`config.mk`:
```
export PLATFORM = sky130hd
export DESIGN_NAME = mem_access_unit
export DESIGN_NICKNAME = d
export VERILOG_FILES = /design/src/rtl/mem_access_unit.sv
export SDC_FILE = /design/constraint.sdc
export NUM_CORES = 1
export LEC_CHECK = 0
export CAP_MARGIN = 20
export CORE_ASPECT_RATIO = 0.6
export CORE_MARGIN = 4
export CORE_UTILIZATION = 53
export DETAILED_ROUTE_END_ITERATION = 7
export PLACE_DENSITY_LB_ADDON = 0.05
export SLEW_MARGIN = 40
export SYNTH_ARGS = -nofsm -noshare
export SYNTH_HDL_FRONTEND = slang
export SYNTH_SLANG_ARGS = --single-unit
```
`constraint.sdc`:
```
create_clock -name clk -period 11.35 [get_ports clk]
set_input_delay 2.27 -clock clk [delete_from_list [all_inputs] [get_ports clk]]
set_output_delay 2.27 -clock clk [all_outputs]
set_load 0.02 [all_outputs]
```
`src/rtl/mem_access_unit.sv`:
```
// rtl/mem_access_unit.sv - Load/store sequencer between the CPU datapath and a word-only big-endian memory
//
// Purpose:
//   Accepts byte/halfword/word loads and stores from the CPU. Loads read the
//   containing word and extract the addressed big-endian lane with sign or
//   zero extension. Sub-word stores do read-modify-write. Every address is
//   range-checked against two 256-byte regions. Out-of-map requests fault
//   without touching memory.
//
// Optional feature (macro MEMCTL_MISALIGN_TRAP_EN):
//   Defined   - a misaligned halfword or word request faults with code 01.
//   Undefined - misaligned requests are force-aligned and complete normally.
//
// Parameters:
//   WAIT_CYCLES  - cycles mem_read is held before mem_data is sampled (1..15)
//   REGION0_BASE - base of the first mapped 256-byte region
//   REGION1_BASE - base of the second mapped 256-byte region
//
// Ports:
//   clk, reset        - clock (rising edge), asynchronous active-high reset
//   req_valid/ready   - CPU request handshake; ready only while idle
//   req_write         - 1 = store, 0 = load
//   req_size          - 00 byte, 01 halfword, 10/11 word
//   req_unsigned      - zero-extend loads
//   req_addr          - byte address
//   req_wdata         - store data, right-justified
//   resp_valid        - one-cycle completion pulse
//   resp_rdata        - extended load data (0 for stores and faults)
//   resp_fault        - request rejected
//   resp_fault_code   - 01 misaligned, 10 out of range, 00 none
//   mem_address       - word-aligned memory address
//   mem_write_data    - word written to memory
//   mem_read          - memory read strobe
//   mem_write         - memory write strobe
//   mem_data          - memory read data
module mem_access_unit #(
  parameter int unsigned WAIT_CYCLES  = 1,
  parameter logic [31:0] REGION0_BASE = 32'h0000_0000,
  parameter logic [31:0] REGION1_BASE = 32'h8000_0000
) (
  input  logic        clk,
  input  logic        reset,
  input  logic        req_valid,
  output logic        req_ready,
  input  logic        req_write,
  input  logic [1:0]  req_size,
  input  logic        req_unsigned,
  input  logic [31:0] req_addr,
  input  logic [31:0] req_wdata,
  output logic        resp_valid,
  output logic [31:0] resp_rdata,
  output logic        resp_fault,
  output logic [1:0]  resp_fault_code,
  output logic [31:0] mem_address,
  output logic [31:0] mem_write_data,
  output logic        mem_read,
  output logic        mem_write,
  input  logic [31:0] mem_data
);

  localparam logic [2:0] IDLE  = 3'd0;
  localparam logic [2:0] RD    = 3'd1;
  localparam logic [2:0] MERGE = 3'd2;
  localparam logic [2:0] WR    = 3'd3;
  localparam logic [2:0] RESP  = 3'd4;

  localparam logic [3:0] LAST_WAIT = 4'(WAIT_CYCLES - 1);

  localparam logic [1:0] CODE_NONE     = 2'b00;
  localparam logic [1:0] CODE_MISALIGN = 2'b01;
  localparam logic [1:0] CODE_RANGE    = 2'b10;

  logic [2:0]  state;
  logic [3:0]  waitCnt;

  // Request fields captured at accept; the CPU may change its inputs afterwards.
  logic        opWrite;
  logic [1:0]  opSize;
  logic        opUnsigned;
  logic [1:0]  opOffset;
  logic [15:0] opWdata;

  logic [31:0] sampleWord;
  logic [31:0] rdataReg;
  logic        faultReg;
  logic [1:0]  faultCodeReg;

  logic        isHalfReq;
  logic        isWordReq;
  logic        inRange;
  logic        misaligned;
  logic [1:0]  effOffset;

  // Extract the addressed big-endian lane and extend it to 32 bits.
  function automatic logic [31:0] extractLoad(
    input logic [31:0] word,
    input logic [1:0]  size,
    input logic [1:0]  offset,
    input logic        zeroExt
  );
    logic [7:0]  laneByte;
    logic [15:0] laneHalf;
    case (offset)
      2'd0:    laneByte = word[31:24];
      2'd1:    laneByte = word[23:16];
      2'd2:    laneByte = word[15:8];
      default: laneByte = word[7:0];
    endcase
    laneHalf = offset[1] ? word[15:0] : word[31:16];
    if (size[1]) begin
      extractLoad = word;
    end else if (size[0]) begin
      extractLoad = {{16{laneHalf[15] & ~zeroExt}}, laneHalf};
    end else begin
      extractLoad = {{24{laneByte[7] & ~zeroExt}}, laneByte};
    end
  endfunction

  // Replace only the addressed lane of the sampled word with store data.
  function automatic logic [31:0] mergeLane(
    input logic [31:0] word,
    input logic        isHalf,
    input logic [1:0]  offset,
    input logic [15:0] wdata
  );
    mergeLane = word;
    if (isHalf) begin
      if (offset[1]) mergeLane[15:0]  = wdata;
      else           mergeLane[31:16] = wdata;
    end else begin
      case (offset)
        2'd0:    mergeLane[31:24] = wdata[7:0];
        2'd1:    mergeLane[23:16] = wdata[7:0];
        2'd2:    mergeLane[15:8]  = wdata[7:0];
        default: mergeLane[7:0]   = wdata[7:0];
      endcase
    end
  endfunction

  assign isHalfReq = (req_size == 2'b01);
  assign isWordReq = req_size[1];

  assign inRange = (req_addr[31:8] == REGION0_BASE[31:8]) ||
                   (req_addr[31:8] == REGION1_BASE[31:8]);

`ifdef MEMCTL_MISALIGN_TRAP_EN
  assign misaligned = (isHalfReq && req_addr[0]) ||
                      (isWordReq && (req_addr[1:0] != 2'b00));
`else
  assign misaligned = 1'b0;
`endif

  // Lane offset after force-alignment: halfwords drop bit 0, words drop both.
  always_comb begin
    effOffset = req_addr[1:0];
    if (isWordReq) begin
      effOffset = 2'b00;
    end else if (isHalfReq) begin
      effOffset[0] = 1'b0;
    end
  end

  always_ff @(posedge clk or posedge reset) begin
    if (reset) begin
      state          <= IDLE;
      waitCnt        <= 4'd0;
      opWrite        <= 1'b0;
      opSize         <= 2'b00;
      opUnsigned     <= 1'b0;
      opOffset       <= 2'b00;
      opWdata        <= 16'h0000;
      sampleWord     <= 32'h0;
      rdataReg       <= 32'h0;
      faultReg       <= 1'b0;
      faultCodeReg   <= CODE_NONE;
      mem_address    <= 32'h0;
      mem_write_data <= 32'h0;
    end else begin
      case (state)
        IDLE: begin
          if (req_valid) begin
            opWrite      <= req_write;
            opSize       <= req_size;
            opUnsigned   <= req_unsigned;
            opOffset     <= effOffset;
            opWdata      <= req_wdata[15:0];
            rdataReg     <= 32'h0;
            faultReg     <= 1'b0;
            faultCodeReg <= CODE_NONE;
            waitCnt      <= 4'd0;
            // Range is tested first so an unmapped, misaligned address reports range.
            if (!inRange) begin
              faultReg     <= 1'b1;
              faultCodeReg <= CODE_RANGE;
              state        <= RESP;
            end else if (misaligned) begin
              faultReg     <= 1'b1;
              faultCodeReg <= CODE_MISALIGN;
              state        <= RESP;
            end else begin
              mem_address <= {req_addr[31:2], 2'b00};
              if (req_write && isWordReq) begin
                mem_write_data <= req_wdata;
                state          <= WR;
              end else begin
                state <= RD;
              end
            end
          end
        end

        RD: begin
          if (waitCnt == LAST_WAIT) begin
            if (opWrite) begin
              sampleWord <= mem_data;
              state      <= MERGE;
            end else begin
              rdataReg <= extractLoad(mem_data, opSize, opOffset, opUnsigned);
              state    <= RESP;
            end
          end else begin
            waitCnt <= waitCnt + 4'd1;
          end
        end

        // Strobe-free cycle between the read and the write of a read-modify-write.
        MERGE: begin
          mem_write_data <= mergeLane(sampleWord, opSize[0], opOffset, opWdata);
          state          <= WR;
        end

        WR: begin
          state <= RESP;
        end

        RESP: begin
          state <= IDLE;
        end

        default: begin
          state <= IDLE;
        end
      endcase
    end
  end

  // Strobes decode straight from state so an asynchronous reset drops them at once.
  assign req_ready       = (state == IDLE);
  assign resp_valid      = (state == RESP);
  assign mem_read        = (state == RD);
  assign mem_write       = (state == WR);
  assign resp_rdata      = resp_valid ? rdataReg : 32'h0;
  assign resp_fault      = resp_valid & faultReg;
  assign resp_fault_code = resp_valid ? faultCodeReg : CODE_NONE;

endmodule

```
## Word level (Yosys, flattened, before mapping)

Index checks and enable logic that the tools add are counted.

- Add/sub/neg operators: 1
- Equal/unequal tests: 14
- Mux-type cells: 38
- Bitwise gates (word level): 4
- Reductions and logical operators: 16

Operator list:

| operator | number |
|---|---|
| $mux W32 | 10 |
| $pmux W32 S2 | 2 |
| $mux W8 | 7 |
| $mux W16 | 3 |
| $eq A24 B24 Y1 const B | 1 |
| $logic_not A24 Y1 | 1 |
| $pmux W8 S3 | 1 |
| $mux W3 | 4 |
| $pmux W3 S4 | 1 |
| $reduce_and A3 Y1 | 3 |
| $mux W4 | 2 |
| $pmux W4 S2 | 1 |
| $reduce_and A4 Y1 | 2 |
| $eq A3 B2 Y1 const B | 2 |
| $mux W2 | 3 |
| $ne A2 B1 Y1 const B | 3 |
| $ne A2 B2 Y1 const B | 3 |
| $add A4 B1 Y4 const B | 1 |
| $eq A2 B1 Y1 const B | 2 |
| $logic_not A4 Y1 | 1 |
| $mux W1 | 4 |
| $reduce_and A2 Y1 | 2 |
| $reduce_bool A2 Y1 | 2 |
| $and A1 B1 Y1 | 3 |
| other kinds (9) | 9 |

- Register bits: 158
- Input bits: 103
- Output and inout bits: 103
- Logic and storage cells: 86

## Logic depth before layout (Yosys ltp)

Gate-level depths: netlist of run 1.

- Word-level depth: 11
- Gate-level depth with buffers: 8
- Depth with buffers taken out: 6

## Worst setup path before layout of run 1

No wires, ideal clock.

- Kind: flip-flop to output port
- Start point: register state[1]
- End point: output port resp_rdata[22]
- Arrival time: 1.665 ns
- Required time: 9.080 ns
- Slack: 7.415 ns
- Stages on the path, launching flop included: 5
- Path buffers: 2
- Path through: dfrtp_1 -> buf_2 -> nor3b_1 -> clkbuf_1 -> and2_1

- Longest elaborated chain between the ends: 2

Ends and longest elaborated chain:

| item | RTL line | text |
|---|---|---|
| start: declaration | 73 | `logic [2:0] state;` |
| start signal: assignment | 165 | `state <= IDLE;` |
| start signal: assignment | 195 | `state <= RESP;` |
| start signal: assignment | 199 | `state <= RESP;` |
| $eq A3 B3 Y1 | 249 | `assign resp_valid = (state == RESP);` |
| via resp_valid | 50 | `output logic resp_valid,` |
| $mux W32 | 252 | `assign resp_rdata = resp_valid ? rdataReg : 32'h0;` |
| end: declaration | 51 | `output logic [31:0] resp_rdata,` |

The timed path passes the listed nets, and every way through them passes these cells.

## Worst setup path after layout of run 1

- Start point: register state[2]
- End point: output port resp_rdata[6]

- Longest elaborated chain between the ends: 2

Ends and longest elaborated chain:

| item | RTL line |
|---|---|
| $eq A3 B3 Y1 | 249 |
| $mux W32 | 252 |

Every way passes these cells.

==> results of run 1 <==
-- synth_stat cells, types with 2 or more instances --
cell type,n
nor3b_1,2
buf_6,3
a211oi_1,7
o21a_1,14
or3b_1,3
a22o_1,8
mux2_4,30
a22oi_1,16
and3_1,33
mux2_2,16
o2bb2ai_1,15
a221o_1,17
a21oi_1,23
a21boi_0,7
nand2_1,63
and2_0,2
mux2i_1,17
a31oi_1,32
ha_1,2
buf_2,14
dfrtp_1,156
nand4_1,5
a221oi_1,16
buf_1,3
buf_4,7
nand3_1,3
o21ai_0,51
and3b_1,2
o21ai_1,2
nor2b_1,24
inv_1,7
nor2_1,20
clkbuf_1,40
xor2_1,2
and2_1,36
nor3_1,3
nor4_1,5
-- routing by layer --
layer / track usage (%) / vias up / wire (um)
met5: 0 / - / 0
met4: 8.89 / 0 / 550
met3: 6.91 / 54 / 2310
met2: 43.6 / 358 / 10800
met1: 43.6 / 3344 / 10900
li1: - / 2985 / -
-- stage by stage --
stage / setup slack [ps] / cell area [um2] / hold slack (ps) / utilization [%]
6_report: 6420 / 10500 / 481 / 74.7
5_1_grt: 6290 / 10500 / 509 / 74.7
4_1_cts: 6430 / 10500 / 486 / 74.7
3_5_place_dp: 6420 / 9850 / 467 / 70.4
3_3_place_gp: 6280 / 9810 / 465 / 70.1
2_1_floorplan: 4870 / 7760 / 447 / -
-- how the worst max path moves through the flow --
stage,slack [ps],end
after floorplan,4870,faultCodeReg[1]$_DFFE_PP0P_
after detailed placement,6420,mem_address[2]$_DFFE_PP0P_
after global routing,6290,resp_rdata[6]
final,6420,resp_rdata[6]
after global placement,6280,mem_address[3]$_DFFE_PP0P_
after CTS,6430,resp_rdata[6]
-- cell type report --
type / instances / share of cell area, %
inverter: 7 / 0.323
multi-input combinational: 495 / 33.8
tap: 192 / 2.30
timing repair buffer: 217 / 20.4
clock inverter: 14 / 1.66
sequential: 156 / 37.3
clock buffer: 18 / 4.10
-- report_power, final --
group | internal [mW] | switching, mW | leakage (nW)
Sequential | 0.572 | 0.0184 | 2.06
Clock | 0.334 | 0.256 | 0.294
Combinational | 0.0755 | 0.0956 | 2.46
Total | 0.981 | 0.370 | 4.81
-- cells by family after synthesis --
family,share of synthesized area (%)
flops,50.3
buf+inv,4.44
xor+xnor,0.226
simple gates,14.9
mux,10.6
compound gates,19.1
other cells,0.0484
fa+ha+maj,0.323
-- registers in the layout, summed over array words and instances, names as in the netlist --
register / cells
faultCodeReg: 1
mem_address: 30
mem_write_data: 32
opOffset: 2
opSize: 2
opUnsigned: 1
opWdata: 16
opWrite: 1
rdataReg: 32
sampleWord: 32
state: 3
waitCnt: 4
==> out/results.ini, run 1 <==
[status]
status = finished clean

[critical_path]
critPathMaxFanout = 33
setup.worst_path.start = state[2]$_DFFE_PP0P_
cp.buffers_inverters = 2
slowest_stage = dfrtp_1
crit_chain = nor3b_2 -> buf_4 -> and2_1 -> clkdlybuf4s50_1
crit_type = flop to output pin
rr_worst_depth = 4
required_ps = 9080
cp_top_family = buffers and inverters
regToRegSetupSlack_ps = 8660
critical-path-max-stage-delay_ps = 650
path_depth = 4
rr_endpoint = mem_address[2]$_DFFE_PP0P_
startpoint_type = flop
cp-end-kind = output pin
rr_startpoint = state[2]$_DFFE_PP0P_
arrival_ps = 2660

[sta]
fin_crit_sh_pct = 43.5
hold_viol_final = 0
fmax_mhz = 203
finClkSkew_ps = 15.4
worstMarginPinSlew_ps = 716
rsz0062_at_grt = no
slew_headroom_pct = 52.3
setup_viol = 0
final.min_clock_period_ps = 4930
finalMaxSlewViolations = 0
tns_ps = 0

[synth]
synthCells = 723
yosys_most_used_dff = dfrtp_1
avgSynthCellArea_um2 = 10.7
yosysTopAreaCell = dfrtp_1
synthTopCellsByArea = dfrtp_1, mux2_4, o21ai_0
ys_types = 54
ys_warn_count = 0
yosysTopAreaCellShare_pct = 50.3
synth_edf_count = 0
yosysSeqAreaShare_pct = 50.3
synth_area_mm2 = 0.00775
async_flop_share_pct = 100
synth_seq_cells = 156

[floorplan]
die_area_mm2 = 0.0167
die_height_um = 102
num_io_pins = 206
die_w_um = 164
fp-row-count = 33
core_mm2 = 0.0140
start_util_pct = 55.4

[route]
drt_wl_total_um = 24600
drc = 0
drt_pass1_iterations = 5
vias_per_cell = 6.13
drt_iter0_drc = 602
ant_nets = 0
wl_per_cell_um = 22.4
num_vias = 6741

[finish]
n_fill_cell = 951
n_antenna_cell = 0
layout.cells.most_common = clkdlybuf4s50_1
seqCellArea_mm2 = 0.00390
fin_nets = 999
final_cell_mix = clkdlybuf4s50_1, dfrtp_1, nand2_1
area_growth_pct = 34.8
instances_no_fill = 1099
multi_input_area_mm2 = 0.00354
drive_above_1_share_pct = 11.7

[clock_network]
path_clk_slew_ps = 70
htreeDepth = 4
post_cts_buffers = 0
cts_sinks = 156
cts_tree = yes
cts.path.max_buffers = 2
clk_latency_ps = 430
cts_inserted_buffers = 17
cts_hold_buffers = 0
cts_resized = 0
root_buffer = clkbuf_16

[worst_hold_path]
hp-start = rdataReg[5]$_DFFE_PP0P_
holdCritPathClass = flop to flop
min_to = rdataReg[5]$_DFFE_PP0P_
holdPathStages = 1

[global_routing]
grt_pass1_vias = 6663
grt_pass1_wl_um = 37700
grt_start_max_net_pins = 89
antenna_found_initial = 0
grt-ovfl-total = 0
grt_use_total_pct = 29.5

[power]
p_per_area_mw_per_mm2 = 129
vdd_drop_max_uv = 91.7
fin_total_pwr_mw = 1.35
p_leak_nw = 4.81

[placement]
post-dp-hpwl_um = 17600
port_buffers = 202
dp.cells = 1067
routabilityCongestion = 0.917

[job]
max_cap_viol_count = 0

Note: power is estimated with default switching activity, not from simulation.
==> run 2: changes to the inputs <==
--- a/config.mk
+++ b/config.mk
@@ -8,7 +8,7 @@
 export CAP_MARGIN = 20
 export CORE_ASPECT_RATIO = 0.6
 export CORE_MARGIN = 4
-export CORE_UTILIZATION = 53
+export CORE_UTILIZATION = 44
 export DETAILED_ROUTE_END_ITERATION = 7
 export PLACE_DENSITY_LB_ADDON = 0.05
 export SLEW_MARGIN = 40
==> constraint.sdc (replaced) <==
create_clock -name clk -period 4.53 [get_ports clk]
set_input_delay 0.906 -clock clk [delete_from_list [all_inputs] [get_ports clk]]
set_output_delay 0.906 -clock clk [all_outputs]
set_load 0.02 [all_outputs]
==> out/results.ini, run 2 (same netlist as run 1, synthesis figures left out) <==
[sta]
finalMaxSlewViolations = 0  ; unchanged
setup_viol = 0  ; unchanged
slew_headroom_pct = 51.1  ; -1.2 points
holdWs_ps = 483  ; +1.87 ps
fin_crit_sh_pct = 78.9
fmax_mhz = 280
final.min_clock_period_ps = 3570
finClkSkew_ps = 10.7  ; -4.65 ps
tns_ps = 0  ; unchanged
hold_viol_final = 0  ; unchanged
worstMarginPinSlew_ps = 734  ; +17.7 ps
rsz0062_at_grt = no

[global_routing]
antenna_found_initial = 0  ; unchanged
grt_pass1_wl_um = 38500  ; +2.1%
grt_start_max_net_pins = 88  ; -1.1%
grt-ovfl-total = 0  ; unchanged
grt_use_total_pct = 24.8  ; -4.7 points
grt_pass1_vias = 6564  ; -1.5%

[route]
num_vias = 6608  ; -2.0%
ant_nets = 0  ; unchanged
drt_pass1_iterations = 8  ; +3
drt_iter0_drc = 619  ; +2.8%
drt_wl_total_um = 24600  ; about the same
wl_per_cell_um = 21.5  ; -3.7%
vias_per_cell = 5.79  ; -5.7%
drc = 0  ; unchanged

[finish]
final_cell_mix = clkdlybuf4s50_1, dfrtp_1, nand2_1
drive_above_1_share_pct = 11.5  ; -0.23 points
fin_nets = 1000  ; +0.10%
multi_input_area_mm2 = 0.00354  ; about the same
seqCellArea_mm2 = 0.00390  ; unchanged
layout.cells.most_common = clkdlybuf4s50_1
n_fill_cell = 1428  ; +50%
reg_top3 = mem_write_data (32), rdataReg (32), sampleWord (32)
area_growth_pct = 35.9
n_antenna_cell = 0  ; unchanged

[floorplan]
die_area_mm2 = 0.0199  ; +19%
die_w_um = 179  ; +9.3%
core_mm2 = 0.0172  ; +23%
die_height_um = 111  ; +9.0%
fp-row-count = 37  ; +12%
start_util_pct = 45.0  ; -10 points
num_io_pins = 206  ; unchanged

[critical_path]
critPathMaxFanout = 33  ; unchanged
crit_chain = nor3b_2 -> buf_4 -> and2_1 -> clkdlybuf4s50_1
required_ps = 3620  ; -5460 ps
critical-path-max-stage-delay_ps = 630  ; -20 ps
slowest_stage = dfrtp_1
crit_type = flop to output pin
cp-end-kind = output pin
arrival_ps = 2670  ; about the same
startpoint_type = flop

[power]
p_leak_nw = 4.82  ; about the same
fin_total_pwr_mw = 3.39  ; +150%
vdd_drop_max_uv = 206  ; +120%
p_per_area_mw_per_mm2 = 322  ; +150%

[clock_network]
post_cts_buffers = 0  ; unchanged
cts_sinks = 156  ; unchanged
path_clk_slew_ps = 60  ; about the same
root_buffer = clkbuf_16
cts_resized = 0  ; unchanged
cts_tree = yes
clk_latency_ps = 420  ; about the same
htreeDepth = 4  ; unchanged
cts.path.max_buffers = 2  ; unchanged
cts_inserted_buffers = 17  ; unchanged
cts_hold_buffers = 0  ; unchanged

[placement]
port_buffers = 202  ; unchanged
post-dp-hpwl_um = 17800  ; +0.97%
routabilityCongestion = 0.874  ; -4.6%

[worst_hold_path]
holdCritPathClass = flop to flop

[job]
max_cap_viol_count = 0  ; unchanged

[status]
status = finished clean

[run 2: changes by cell type in the layout (fill, tap and decap cells not counted), sizes merged]
cell / previous run / this run
buf: 15 / 16
bufinv: 2 / 3
clkinv: 3 / 4
clkbuf: 18 / 20
inv: 15 / 9
clkinvlp: 1 / 3
[run 2: worst paths after layout]
check	start	to	slack, ps	cells past startpoint
max in group asynchronous	reset	mem_write_data[3]$_DFFE_PP0P_	2880	3
hold / removal	opWdata[10]$_DFFE_PP0P_	opWdata[10]$_DFFE_PP0P_	480	2
min in group asynchronous	reset	rdataReg[28]$_DFFE_PP0P_	840	2
setup / recovery	state[2]$_DFFE_PP0P_	resp_rdata[6]	960	4
hold reg to reg	opWdata[10]$_DFFE_PP0P_	opWdata[10]$_DFFE_PP0P_	480	2
setup reg to reg	state[0]$_DFFE_PP0P_	rdataReg[31]$_DFFE_PP0P_	2100	5
[run 2: stage by stage]
stage                     std cells  setup WS [ps]  cell area, um2  util (%)
final                          1142            958           10500      61.2
after global routing           1142            864           10500      61.2
after CTS                      1141            972           10500      61.0
after detailed placement       1109           1020            9910      57.5
after global placement         1109           1180            9900      57.5
after floorplan                 725           1650            7770         -
[run 2: power by group]
part / internal [mW] / total (mW) / switching [mW] / leakage (nW)
combinational: 0.193 / 0.427 / 0.234 / 2.47
sequential: 1.43 / 1.48 / 0.0508 / 2.06
clock: 0.875 / 1.48 / 0.605 / 0.286
[run 2: layout make-up]
cell class                 count  area share (%)
clock inverter                12            1.54
tap                          234            2.78
inverter                       7           0.285
multi-input combinational    495            33.6
sequential                   156            37.0
clock buffer                  20            4.14
timing repair buffer         218            20.6
[run 2: layer usage]
layer	up-vias	part of all wire (%)	GRT usage (%)
met2	330	44	35.8
met4	0	0.70	3.80
li1	2986	-	-
met5	-	0	0
met1	3273	45	37.9
met3	19	9.9	6.68
[run 2: worst max-delay path, delay by kind of cell, from the launching register on]
family	cells	cell delay [ps]
buf+inv	2	960
simple gates	2	640
flops	1	630
==> run 3: changes to the inputs <==
--- a/config.mk
+++ b/config.mk
@@ -8,7 +8,7 @@
 export CAP_MARGIN = 20
 export CORE_ASPECT_RATIO = 0.6
 export CORE_MARGIN = 4
-export CORE_UTILIZATION = 44
+export CORE_UTILIZATION = 49
 export DETAILED_ROUTE_END_ITERATION = 7
 export PLACE_DENSITY_LB_ADDON = 0.05
 export SLEW_MARGIN = 40
==> constraint.sdc (replaced) <==
create_clock -name clk -period 3.5 [get_ports clk]
set_input_delay 0.7 -clock clk [delete_from_list [all_inputs] [get_ports clk]]
set_output_delay 0.7 -clock clk [all_outputs]
set_load 0.02 [all_outputs]
==> out/results.ini, run 3 (same netlist as run 1, synthesis figures left out) <==
[floorplan]
num_io_pins = 206  ; unchanged
die_height_um = 105  ; -4.9%
die_w_um = 170  ; -5.0%
start_util_pct = 50.3  ; +5.3 points
die_area_mm2 = 0.0180  ; -9.6%
fp-row-count = 35  ; -5.4%
core_mm2 = 0.0154  ; -10%

[finish]
drive_above_1_share_pct = 11.8  ; +0.32 points
area_growth_pct = 35.6
instances_no_fill = 1112  ; -2.6%
reg_top3 = mem_write_data (32), rdataReg (32), sampleWord (32)
final_area_mm2 = 0.0105  ; -0.18%
final_cell_mix = clkdlybuf4s50_1, dfrtp_1, nand2_1
layout.cells.most_common = clkdlybuf4s50_1
fin_nets = 1001  ; +0.10%
final_util_pct = 68.2  ; +7.1 points
n_antenna_cell = 0  ; unchanged
n_fill_cell = 1147  ; -20%

[global_routing]
grt_start_max_net_pins = 157  ; +78%
grt_pass1_vias = 6647  ; +1.3%
grt-ovfl-total = 0  ; unchanged
grt_use_total_pct = 27.2  ; +2.4 points
antenna_found_initial = 1  ; +1
grt_pass1_wl_um = 38300  ; -0.43%

[worst_hold_path]
holdPathStages = 2  ; unchanged
min_to = opWdata[12]$_DFFE_PP0P_
holdCritPathClass = flop to flop
hp-start = opWdata[12]$_DFFE_PP0P_

[route]
drt_iter0_drc = 735  ; +19%
drt_pass1_iterations = 5  ; -3
wl_per_cell_um = 21.9  ; +1.9%
drt_wl_total_um = 24400  ; -0.75%
vias_per_cell = 6.02  ; +4.0%
ant_nets = 0  ; unchanged
drc = 0  ; unchanged
num_vias = 6689  ; +1.2%

[clock_network]
root_buffer = clkbuf_16
cts_inserted_buffers = 17  ; unchanged
cts.path.max_buffers = 2  ; unchanged
post_cts_buffers = 0  ; unchanged
htreeDepth = 4  ; unchanged
clk_latency_ps = 420  ; about the same
cts_tree = yes
cts_hold_buffers = 0  ; unchanged
cts_resized = 0  ; unchanged
path_clk_slew_ps = 60  ; about the same
cts_sinks = 156  ; unchanged

[critical_path]
rr_worst_depth = 4  ; -1
startpoint_type = flop
slowest_stage = dfrtp_1
required_ps = 2800  ; -820 ps
critPathMaxFanout = 34  ; +3.0%
crit_type = flop to output pin
arrival_ps = 2460  ; -210 ps
cp-end-kind = output pin
crit_chain = nor3b_2 -> buf_4 -> and2_1 -> clkdlybuf4s50_1
rr_startpoint = opOffset[0]$_DFFE_PP0P_
rr_endpoint = rdataReg[11]$_DFFE_PP0P_
critical-path-max-stage-delay_ps = 630  ; about the same
cp.buffers_inverters = 2  ; unchanged
cp_top_family = buffers and inverters
regToRegSetupSlack_ps = 1110  ; -990 ps

[power]
power.switching_mw = 1.16  ; +30%
p_comb_share_pct = 12.3  ; -0.3 points
p_per_area_mw_per_mm2 = 419  ; +30%
seq_power_share_pct = 43.9  ; about the same
clkPwrFrac_pct = 43.8  ; about the same
internal_power_mw = 3.24  ; +30%
switching_share_pct = 26.3  ; +0.092 points
p_leak_nw = 4.83  ; +0.27%
vdd_drop_max_uv = 316  ; +54%

[sta]
rsz0062_at_grt = no
fmax_mhz = 316
holdWs_ps = 487  ; +4.49 ps
worstMarginPinSlew_ps = 819  ; +85.3 ps
finalMaxSlewViolations = 0  ; unchanged
final.min_clock_period_ps = 3160
tns_ps = 0  ; unchanged
setup_viol = 0  ; unchanged
finClkSkew_ps = 11.9  ; +1.16 ps
fin_crit_sh_pct = 90.4
slew_headroom_pct = 45.4  ; -5.7 points
hold_viol_final = 0  ; unchanged

[placement]
dp.cells = 1079  ; -2.7%
placed_area_mm2 = 0.00988  ; -0.32%
post-dp-hpwl_um = 17400  ; -2.3%
port_buffers = 202  ; unchanged
routabilityCongestion = 0.898  ; +2.7%

[status]
status = finished clean

[job]
max_cap_viol_count = 0  ; unchanged

run 3: cell count changes in the layout (fill, tap and decap cells not counted), sizes merged:
| cell | change |
|---|---|
| buf | +1 |
| inv | +2 |
| clkbuf | -2 |
run 3: worst min-delay path, cell delays in order, from the launching register on:
cell and delay, ps:
dfrtp_1 340, nand2_1 50, nand2_1 60
run 3: stage by stage:
stage | setup WS, ps | total power, mW
finish | 338 | 4.40
global route | 213 | 4.56
CTS | 329 | 4.40
detailed placement | 687 | 2.49
global placement | 797 | 2.47
floorplan | 827 | 2.22
run 3: cell type report:
| class | count | area (um2) | share of cell area [%] |
|---|---|---|---|
| inverters | 7 | 30.0 | 0.285 |
| repair buffers | 219 | 2180 | 20.7 |
| well taps | 203 | 254 | 2.41 |
| flip-flops and latches | 156 | 3900 | 37.1 |
| clock buffers | 18 | 429 | 4.08 |
| multi-input cells | 495 | 3540 | 33.6 |
| clock inverters | 14 | 183 | 1.74 |
run 3: worst max path at each step:
stage | from | end | slack (ps) | cells past startpoint
5_1_grt | state[2]$_DFFE_PP0P_ | resp_fault | 210 | 4
3_5_place_dp | req_addr[25] | mem_address[16]$_DFFE_PP0P_ | 690 | 6
6_report | state[2]$_DFFE_PP0P_ | resp_rdata[6] | 340 | 4
4_1_cts | state[2]$_DFFE_PP0P_ | resp_fault | 330 | 4
2_1_floorplan | reset | faultCodeReg[1]$_DFFE_PP0P_ | 830 | 1
3_3_place_gp | req_addr[25] | mem_address[31]$_DFFE_PP0P_ | 800 | 5
run 3: power groups by stage:
stage / clock network [mW] / registers, mW / logic (mW)
floorplan: 0 / 1.92 / 0.308
global placement: 0 / 1.96 / 0.516
detailed placement: 0 / 1.96 / 0.528
CTS: 1.94 / 1.93 / 0.532
global route: 2.04 / 1.94 / 0.584
finish: 1.93 / 1.93 / 0.542
run 3: routing by layer:
layer / wire [um] / share of wire [%] / vias to the layer above / track usage [%]
met2: 11200 / 46 / 317 / 40.4
met1: 10700 / 44 / 3355 / 41.0
met3: 2230 / 9.1 / 26 / 6.90
li1: - / - / 2989 / -
met4: 198 / 0.81 / 2 / 4.50
met5: 13 / 0.053 / - / 0
==> RTL change 1: new RTL, flow settings as in run 2 <==
Make the reset (`reset`) synchronous in one clocked block. Comments in the files are not updated.
--- a/src/rtl/mem_access_unit.sv
+++ b/src/rtl/mem_access_unit.sv
@@ -160,7 +160,7 @@
     end
   end
 
-  always_ff @(posedge clk or posedge reset) begin
+  always_ff @(posedge clk) begin
     if (reset) begin
       state          <= IDLE;
       waitCnt        <= 4'd0;
Function: differs if reset is asserted again (counterexample within 4 cycles, from zero or initial values and one cycle with reset high); with reset held inactive, the same outputs for 4 cycles.
==> RTL change 1 against run 2 <==
  * Combinational power down 34%
  * Area after synthesis down 3.7%
  * Sequential cell count did not move
  * Utilization up 0.26 points
  * Wire length decreased by 8.2%
  * Total power down 9.1%
  * Worst setup slack improved by 0.32 ns
  * Cell area decreased by 4.1%
  * Sequential power is 5% lower
  * Largest cell class is now multi-input combinational cells
==> RTL change 1: results (changes against run 2) <==
* Crit Path Max Fanout at 41 (+24%)
* Ratio of cells with drive above 1 in the final layout at 8.76% (-2.7 points)
* Fillcell total at 1445 (+1.2%)
* VDD IR max at 0.242 mV (+18%)
* Met3 wire length at 1.77 mm (-27%)
* Arr. time, crit path at 2.35 ns (-0.32 ns)
* Top cells by area, synth: dfxtp_1, mux2i_1, nand2_1, a21oi_1, a211oi_1
* Register area share after synthesis at 41.8% (-8.5 points)
* Met2 wire length at 9.62 mm (-11%)
* Power Dens Cells at 305 mW/mm^2 (-5.2%)
* Detailed Route Iter0 Violations at 492 (-21%)
* DP HPWL at 16.2 mm (-8.6%)
* Worst stage delay on the critical path at 0.66 ns (+0.03 ns)
* Top sig layer: met5
* R2R setup slack at 1.99 ns (-0.11 ns)
* CTS root buffer: clkbuf_16
* Vias at 7038 (+6.5%)
* R2R Path End: mem_write_data[24]$_SDFFE_PP0P_
* Switch share at 26.6% (+0.36 points)
* Leak at 0.00369 uW (-23%)
* Met1 wire length at 11.0 mm (-1.7%)
* Synth unique cells at 55 (+1.9%)
* Slowest cell on the critical path: clkdlybuf4s50_1
* Pre-antenna DRT Iters at 4 (-4)
* First-pass GRT wire length at 35.8 mm (-7.1%)
* Num CTS Buffers at 17 (unchanged)
* Drt total wl at 22.6 mm (-8.2%)
* Nets at 1142 (+14%)
* Top delay family on crit path: buffers and inverters
* Pin count of the biggest net entering global routing at 101 (+15%)
* Antenna violations before repair at 1 (+1)
* Outcome: finished, final reports clean
* Async S/R FF share, synth at 0% (-100 points)
* Antenna Cells at 0 (unchanged)
* Gpl congestion at 0.831 (-4.9%)
* Crit path to: mem_read
* Worst slew margin at 45.9% (-5.2 points)
* Top cells by count, synth: dfxtp_1, nand2_1, a21oi_1, nor2_1, clkbuf_1
* Clock Skews at 0.0135 ns (+0.00280 ns)
* Vias in the first global route at 6747 (+2.8%)
* Hold WC Path Type: flip-flop to flip-flop
* Worst Setup SP: state[2]$_SDFFE_PP0P_
* Fin Hold WS at 0.437 ns (-0.0460 ns)
[RTL change 1: cell types whose count changed after synthesis, moves of 36 or more]
| cell | run 2 | this run |
|---|---|---|
| dfrtp_1 | 156 | 0 |
| dfxtp_1 | 0 | 156 |
| nand2_1 | 63 | 138 |
| a21oi_1 | 23 | 74 |
| a211oi_1 | 7 | 48 |
| mux2i_1 | 17 | 54 |
| nor2_1 | 20 | 57 |
| nand2b_1 | 1 | 37 |
[RTL change 1: metrics by stage]
step	instances	instance area [um^2]	power [uW]	setup WS [ns]
floorplan	884	7480	1570	1.99
global placement	1246	9530	1720	1.18
detailed placement	1246	9540	1720	1.17
CTS	1278	10100	3110	1.25
global route	1278	10100	3200	1.14
finish	1278	10100	3080	1.27
[RTL change 1: how the worst min path moves through the flow]
stage,startpoint,endpoint
finish,rdataReg[7]$_SDFFE_PP0P_,rdataReg[7]$_SDFFE_PP0P_
global route,rdataReg[7]$_SDFFE_PP0P_,rdataReg[7]$_SDFFE_PP0P_
CTS,rdataReg[7]$_SDFFE_PP0P_,rdataReg[7]$_SDFFE_PP0P_
detailed placement,rdataReg[3]$_SDFFE_PP0P_,rdataReg[3]$_SDFFE_PP0P_
global placement,rdataReg[0]$_SDFFE_PP0P_,rdataReg[0]$_SDFFE_PP0P_
floorplan,rdataReg[0]$_SDFFE_PP0P_,rdataReg[0]$_SDFFE_PP0P_
[RTL change 1: cell type report]
class	instances	area [um^2]	area share [%]
tap	228	285	2.82
sequential	156	3130	30.9
timing repair buffer	215	2120	21.0
inverter	8	30.0	0.297
clock inverter	14	125	1.24
multi-input combinational	639	3980	39.4
clock buffer	18	439	4.35
[RTL change 1: logic make-up (layout without fill, tap and decap cells)]
family                     count (synthesis)  in the layout  share of synthesized area (%)
AOI/OAI and AO/OA                        238            238                           21.8
buffers and inverters                     89            255                           5.33
adders and majority gates                  2              2                          0.335
other                                      1              3                         0.0502
muxes                                     57             57                           7.69
xor gates and xnor gates                   2              2                          0.235
and+or+nand+nor                          337            337                           22.7
DFF                                      156            156                           41.8
[RTL change 1: worst register-to-register path: cells and delay by family (launching register included)]
kind,cells,cell delay (ns)
AOI/OAI and AO/OA,1,0.19
DFF,1,0.53
and+or+nand+nor,4,1.66
[RTL change 1: power groups by stage]
stage	registers, uW	clock network, uW	logic, uW
6_report	1410	1390	283
5_1_grt	1420	1480	306
2_1_floorplan	1420	0	151
4_1_cts	1410	1420	281
3_3_place_gp	1440	0	278
3_5_place_dp	1440	0	279
[RTL change 1: metal layers]
metal / vias up / GRT usage (%)
li1: 3424 / -
met4: 2 / 4.84
met2: 223 / 34.4
met5: - / 0
met3: 21 / 6.79
met1: 3368 / 33.7
==> RTL change 2: new RTL, settings of run 2 <==
Without the edit above. Add a define of `MEMCTL_MISALIGN_TRAP_EN`.
--- a/src/rtl/mem_access_unit.sv
+++ b/src/rtl/mem_access_unit.sv
@@ -33,6 +33,8 @@
 //   mem_read          - memory read strobe
 //   mem_write         - memory write strobe
 //   mem_data          - memory read data
+`define MEMCTL_MISALIGN_TRAP_EN
+
 module mem_access_unit #(
   parameter int unsigned WAIT_CYCLES  = 1,
   parameter logic [31:0] REGION0_BASE = 32'h0000_0000,
Formal check against the unedited RTL: not equivalent (a bounded check fails within 4 cycles, from zero or initial values and one cycle with reset high).
==> RTL change 2 against run 2 <==
  * Synthesized cell count increased by 3.0%
  * Critical path depth unchanged
  * Wire length is 0.74% higher
  * Area after synthesis shrank 0.13%
  * Worst setup slack better by 0.22 ns
  * Clock skew increased by 0.0023 ns
  * Sequential cell count increased by 2
  * Cell area barely moved
Power is not compared: it rests on default switching activity, and its combinational part moved more than twofold at a synthesized area within 25%.
==> RTL change 2: results (changes against run 2) <==
* First-pass GRT wire length at 38.3 mm (-0.41%)
* Gpl congestion at 0.833 (-4.7%)
* Hold Path Origin: opWdata[9]$_DFFE_PP0P_
* Tot GR Track Use at 24.7% (-0.076 points)
* DP HPWL at 17.9 mm (+0.64%)
* Dpl cell area at 0.00989 mm^2 (-0.25%)
* Worst r2r src: waitCnt[0]$_DFFE_PP0P_
* Dpl cells at 1133 (+2.2%)
* Pre-antenna DRT Iters at 5 (-3)
* WHS Endpoint: opWdata[9]$_DFFE_PP0P_
* Drt total wl at 24.8 mm (+0.74%)
* Fin crit period at 3.35 ns (-0.218 ns)
* M1 GR Usage at 38.8% (+0.89 points)
* R2R setup slack at 1.67 ns (-0.43 ns)
* Worst Tran Pin Value at 0.854 ns (+0.120 ns)
* Slowest cell on the critical path: clkdlybuf4s50_1
* Fillcell total at 1437 (+0.63%)
* Mapped Cells at 745 (+3.0%)
* Place WS at 1.30 ns (+0.272 ns)
* Ratio of cells with drive above 1 in the final layout at 12.4% (+0.98 points)
* Met3 global-route usage at 5.42% (-1.3 points)
* Area grow syn2layout at 36.2%
* Crit Path Max Fanout at 34 (+3.0%)
* Arr. time, crit path at 2.45 ns (-0.22 ns)
* Top cells by area, synth: dfrtp_1, mux2_2, nand2_1, o211ai_1, and2_1
* Detailed Route Iter0 Violations at 617 (-0.32%)
* R2R Path End: rdataReg[27]$_DFFE_PP0P_
* Worst Reg-to-Reg Cells at 6 (+1)
* Vias in the first global route at 6644 (+1.2%)
* Outcome: finished, final reports clean
[RTL change 2: cell types whose count changed in the layout (fill, tap and decap cells not counted), sizes merged, moves of 12 or more]
cell,run 2,this run
mux2i,17,5
nand4,5,37
o21ai,54,37
nor3,3,15
and3,33,4
nor2b,24,38
o211ai,1,48
nand2,63,117
a22oi,16,0
a221oi,16,0
a31oi,32,1
[RTL change 2: worst min-delay path, cell delays in order, from the launching register on]
cell     delay, ns
dfrtp_1       0.35
nand2_1       0.05
nand2_1       0.05
[RTL change 2: area by class of cell]
cell class | instances | area share [%]
multi-input combinational | 517 | 32.9
tap | 234 | 2.78
clock buffer | 18 | 4.07
timing repair buffer | 217 | 20.6
inverter | 9 | 0.356
clock inverter | 14 | 1.82
sequential | 158 | 37.5
[RTL change 2: logic make-up after synthesis]
family	synth area share, %
AND/OR/NAND/NOR	20.2
adder cells (fa/ha/maj)	0.323
AO/OA/AOI/OAI	14.9
buffers and inverters	4.47
multiplexers	8.93
flip-flops	51.1
other	0.0484
XOR/XNOR	0.113
[RTL change 2: layer usage]
| metal | part of all wire (%) | wire length (um) |
|---|---|---|
| met1 | 47 | 11700 |
| met2 | 43 | 10700 |
| met3 | 8.6 | 2120 |
| met4 | 0.60 | 148 |
| met5 | 0 | 0 |
[RTL change 2: where the power goes]
part,switching (uW),leakage (uW),internal [uW]
registers,171,0.00192,1510
logic,576,0.00225,363
clock network,636,0.000305,890
